**src/rtl/mem_port_arbiter.sv**
```systemverilog
// Two-requester round-robin arbiter for a single-port RAM with 1-cycle read latency.
// Grants are combinational; burst locks are bounded by MAX_BURST while the other side waits.
module mem_port_arbiter #(
  parameter int AW        = 14,
  parameter int DW        = 32,
  parameter int MAX_BURST = 8
) (
  input  logic            clk,
  input  logic            reset,
  input  logic            r0_req,
  input  logic            r0_lock,
  input  logic            r0_we,
  input  logic [AW-1:0]   r0_addr,
  input  logic [DW-1:0]   r0_wdata,
  input  logic [DW/8-1:0] r0_be,
  output logic            r0_gnt,
  output logic            r0_rvalid,
  output logic [DW-1:0]   r0_rdata,
  input  logic            r1_req,
  input  logic            r1_lock,
  input  logic            r1_we,
  input  logic [AW-1:0]   r1_addr,
  input  logic [DW-1:0]   r1_wdata,
  input  logic [DW/8-1:0] r1_be,
  output logic            r1_gnt,
  output logic            r1_rvalid,
  output logic [DW-1:0]   r1_rdata,
  output logic            ram_cs,
  output logic            ram_we,
  output logic [AW-1:0]   ram_addr,
  output logic [DW-1:0]   ram_wdata,
  output logic [DW/8-1:0] ram_be,
  input  logic [DW-1:0]   ram_rdata
);

  typedef enum logic [1:0] {IDLE, OWN0, OWN1} state_t;

  state_t        state_q, state_d;
  logic          last_q, last_d;
  logic [7:0]    cnt_q, cnt_d;
  logic          pend0_q, pend1_q;
  logic [DW-1:0] hold0_q, hold1_q;

  logic g0, g1, arb, preempt;

  always_comb begin
    g0      = 1'b0;
    g1      = 1'b0;
    arb     = 1'b0;
    preempt = 1'b0;
    state_d = IDLE;
    last_d  = last_q;
    cnt_d   = 8'd0;

    // An owner that stops requesting hands the cycle to plain arbitration.
    case (state_q)
      OWN0: begin
        if (cnt_q == 8'(MAX_BURST) && r1_req) begin
          g1      = 1'b1;
          preempt = 1'b1;
        end else if (r0_req) begin
          g0 = 1'b1;
        end else begin
          arb = 1'b1;
        end
      end
      OWN1: begin
        if (cnt_q == 8'(MAX_BURST) && r0_req) begin
          g0      = 1'b1;
          preempt = 1'b1;
        end else if (r1_req) begin
          g1 = 1'b1;
        end else begin
          arb = 1'b1;
        end
      end
      default: arb = 1'b1;
    endcase

    if (arb) begin
      if (r0_req && r1_req) begin
        g0 = last_q;
        g1 = ~last_q;
      end else begin
        g0 = r0_req;
        g1 = r1_req;
      end
    end

    if (g0) begin
      last_d  = 1'b0;
      state_d = r0_lock ? OWN0 : IDLE;
      if (r0_lock && r1_req && !preempt)
        cnt_d = (state_q == OWN0) ? cnt_q + 8'd1 : 8'd1;
    end else if (g1) begin
      last_d  = 1'b1;
      state_d = r1_lock ? OWN1 : IDLE;
      if (r1_lock && r0_req && !preempt)
        cnt_d = (state_q == OWN1) ? cnt_q + 8'd1 : 8'd1;
    end
  end

  assign r0_gnt = g0 & ~reset;
  assign r1_gnt = g1 & ~reset;

  assign ram_cs    = r0_gnt | r1_gnt;
  assign ram_we    = (r0_gnt & r0_we) | (r1_gnt & r1_we);
  assign ram_addr  = r1_gnt ? r1_addr  : r0_addr;
  assign ram_wdata = r1_gnt ? r1_wdata : r0_wdata;
  assign ram_be    = ram_we ? (r1_gnt ? r1_be : r0_be) : '1;

  // Pending reads are masked while reset is high so nothing leaks out of a reset cycle.
  assign r0_rvalid = pend0_q & ~reset;
  assign r1_rvalid = pend1_q & ~reset;
  assign r0_rdata  = r0_rvalid ? ram_rdata : hold0_q;
  assign r1_rdata  = r1_rvalid ? ram_rdata : hold1_q;

  always_ff @(posedge clk) begin
    if (reset) begin
      state_q <= IDLE;
      last_q  <= 1'b1;
      cnt_q   <= 8'd0;
      pend0_q <= 1'b0;
      pend1_q <= 1'b0;
      hold0_q <= '0;
      hold1_q <= '0;
    end else begin
      state_q <= state_d;
      last_q  <= last_d;
      cnt_q   <= cnt_d;
      pend0_q <= g0 & ~r0_we;
      pend1_q <= g1 & ~r1_we;
      if (pend0_q) hold0_q <= ram_rdata;
      if (pend1_q) hold1_q <= ram_rdata;
    end
  end

endmodule
```
**config.mk**
```make
export PLATFORM = sky130hd
export DESIGN_NAME = mem_port_arbiter
export DESIGN_NICKNAME = d
export VERILOG_FILES = /design/src/rtl/mem_port_arbiter.sv
export SDC_FILE = /design/constraint.sdc
export NUM_CORES = 1
export LEC_CHECK = 0
export CORE_ASPECT_RATIO = 1.25
export CORE_MARGIN = 1.5
export CORE_UTILIZATION = 39
export CTS_CLUSTER_SIZE = 40
export DETAILED_ROUTE_END_ITERATION = 8
export PLACE_DENSITY = 0.89
export SLEW_MARGIN = 20
export SYNTH_ARGS = -nofsm -noshare
export SYNTH_HDL_FRONTEND = slang
export SYNTH_SLANG_ARGS = --single-unit
```
**constraint.sdc**
```tcl
create_clock -name clk -period 2.3 [get_ports clk]
set_input_delay 0.345 -clock clk [delete_from_list [all_inputs] [get_ports clk]]
set_output_delay 0.345 -clock clk [all_outputs]
set_load 0.02 [all_outputs]
```
==> results.md <==
* All-Layer GR Usage at between 20 and 30%
* Slew HR at 60.9%
* Dominant synthesized flop cell: dfxtp_1
* Worst Hold Class: primary input to flop
* Commonest non-fill, non-tap cells in the layout: 142 x clkdlybuf4s50_1, 88 x nand2_1, 71 x dfxtp_1
* Cts hold-fix bufs at 0
* Critical path capture point type: primary output
* Clk root buf: clkbuf_16
* Status: complete, but fails checks
* Crit Path Class: flop to primary output
* Initial antenna violation count at 0
* Netlist Area Pre-Place at 4470 sq um
* Worst Path Arrival at 2310 ps
* Fin area at 8380 sq um
* Nets at 965
* Commonest non-fill, non-tap cell in the layout: clkdlybuf4s50_1
* Clk slew on worst S/H paths at 60 ps
* Post-Synthesis Net Count at 675
* First-pass GRT wire length at 27100 um
* Placed inst area at 7540 sq um
* Non-filler cells in the finished layout at about 960
* Synth area leader: dfxtp_1
* Met2 routed WL at 9330 um
* Horiz. Die Dim at between 90 and 100 um
* CTS tree: done
* Number of remaining DRC errors at 22
* Final core occ at around three quarters
* Number of I/O pins at 260
* DIE HEIGHT at between 100 and 150 um
* Fin. max-slew vios at 0
* Row count at 43
* Skew-Pair Late Insertion Delay at 330 ps
* DR pass1 iterations at 9
* CP max stage delay at 500 ps
* Mapped Cells at ~530
* PortBufs at 259
* Pwr dens at 545 nW/um^2
* Unrepaired setup endpoints after global routing: yes
* Async SR Flop Fraction at 0%
* Yosys cell types at 45
* DRT iter0 DRCs at 199
* Placed cells at 932
* Drt total wl at 18300 um
* Register area at 1550 sq um
* Fmax at around 380 MHz
* VDD IR max at between 0.0004 and 0.0005 V
* Synth top area cells: dfxtp_1 34%, mux2_2 16%, mux2i_1 14%
* Dominant delay contributor by cell family on the critical path: simple AND/OR/NAND/NOR gates
* Fin crit share at 116%
* Cell Chain, Critical Path: inv_2 -> ha_4 -> or3_4 -> nand4b_1 -> or3_4 -> clkinv_8 -> buf_12 -> nand2_8 -> o22a_1 -> buf_6
* Slowest CP cell: or3_4
* WP data required at 1960 ps
* CTS H-tree depth at 3
* GP Congestion at 0.917
* Num CTS Buffers at 9
* Warning count from the yosys run at 0
* Core Region at 11100 sq um
* WL/cell at 19.0 um
* Post-synth top area share at between 30% and 40%
* Share of layout cells above drive strength 1 at approximately 34%
* Antenna Cells at 0
* Vias/cell at a little over 5
* Pin count of the biggest net entering global routing at 47
* Post-synthesis register bit count at 77
* CP max FO at 6
* CP dominant cell by count: or3_4
* Place WS at -693 ps
* Fill count at 805
* Die footprint at 12100 sq um
* Clock Path Buffers at 2
* Detail Placement HPWL at 13100 um
* Setup-failing EPs final at 54
* Min cycle time layout at between 2000 and 3000 ps
* Worst path bufs/invs at 4
* Via count of the routed design at about 4900
* Total gr overflow at 0
* Clk sink count at 77
* Initial Util at 40.2%
* Post-synth EDFFs at 0
* DR top layer: met4
* Met3 Wirelength at 1980 um
* Multi-input gate area at roughly 3000 sq um
* Max cap viols at 0
* CP startpoint kind: flop
* Clock skew at 7.60 ps
* Violated checks: design-rule violations, negative setup slack
* Syn avg cell area at 8.42 sq um
* Antenna-violating nets left at 0
* Setup ws final at -359 ps
* Sequential area share after synthesis at 34.5%
* Routed length on met1 at 6710 um
* Final Hold Vio Count at 0
* Leak at 3.95 nW
* Hold_ws at 457 ps
* Layout area overhead at 87.4%
* Vias in the first global route at around 5000
* Slew @ Worst Pin at 586 ps
metrics by stage:
stage	setup TNS (ps)	power (mW)
2_1_floorplan	0	2.15
3_5_place_dp	-35100	2.98
5_1_grt	-20520	4.74
6_report	-15600	4.57
3_3_place_gp	-31450	2.96
4_1_cts	-16050	4.54
flip-flops by register name, summed over array words and instances, names as in the netlist:
name     flops
hold0_q     32
hold1_q     32
state_q      2
cnt_q        8
pend1_q      1
last_q       1
pend0_q      1
layer usage:
| layer | up-vias | track usage, % |
|---|---|---|
| met2 | 204 | 53.4 |
| met3 | 20 | 7.80 |
| met1 | 2358 | 33.1 |
| met5 | - | 0 |
| met4 | 0 | 7.23 |
| li1 | 2357 | - |
logic make-up (layout without fill, tap and decap cells):
kind of cell	Yosys count	in the layout	share of synthesized area, %
compound gates	15	15	3.41
mux	128	128	30.4
buf+inv	43	338	4.92
xor+xnor	6	6	1.17
fa+ha+maj	4	4	1.12
flops	77	77	34.5
simple gates	258	258	24.5
final timing paths:
| path | start | slack (ps) | to | cells past startpoint |
|---|---|---|---|---|
| worst max-delay path | state_q[0]$_SDFF_PP0_ | -360 | ram_be[1] | 10 |
| worst min-delay path | reset | 460 | hold0_q[9]$_SDFFE_PP0P_ | 3 |
| worst max register to register | state_q[0]$_SDFF_PP0_ | 40 | cnt_q[4]$_SDFF_PP0_ | 10 |
| worst min register to register | hold0_q[1]$_SDFFE_PP0P_ | 490 | hold0_q[1]$_SDFFE_PP0P_ | 2 |
synthesized netlist by cell type, drive strengths merged (4+ instances only):
| cell type | instances |
|---|---|
| nor2 | 69 |
| ha | 4 |
| nand2 | 147 |
| buf | 27 |
| nand3 | 9 |
| xor2 | 5 |
| dfxtp | 77 |
| inv | 7 |
| nor2b | 4 |
| nor3 | 9 |
| clkbuf | 9 |
| mux2 | 64 |
| nand2b | 4 |
| mux2i | 64 |
| o22a | 4 |
cell type report:
| cell class | count | area share, % |
|---|---|---|
| clock buffer | 9 | 2.69 |
| clock inverter | 7 | 0.970 |
| inverter | 7 | 0.463 |
| multi-input combinational | 411 | 36.8 |
| sequential | 77 | 18.5 |
| tap | 135 | 2.02 |
| timing repair buffer | 315 | 38.6 |
where the power goes:
part	internal [mW]	leakage, nW	total, mW	switching [mW]
Clock	0.857	0.152	1.44	0.587
Sequential	1.39	0.627	1.42	0.0306
Combinational	0.872	3.17	1.70	0.827
timing repair:
item / in CTS / in global routing
resized for setup: 367 / 57
gates cloned: 4 / 0
setup endpoints to repair: 112 / 70
pin swaps: 31 / 12
hold endpoints to repair: 0 / 0
setup buffers: 8 / 1
worst min-delay path, stage by stage:
cell and delay (ps):
buf_2 120, buf_6 180, nor2_1 100
Note: power is estimated with default switching activity, not from simulation.
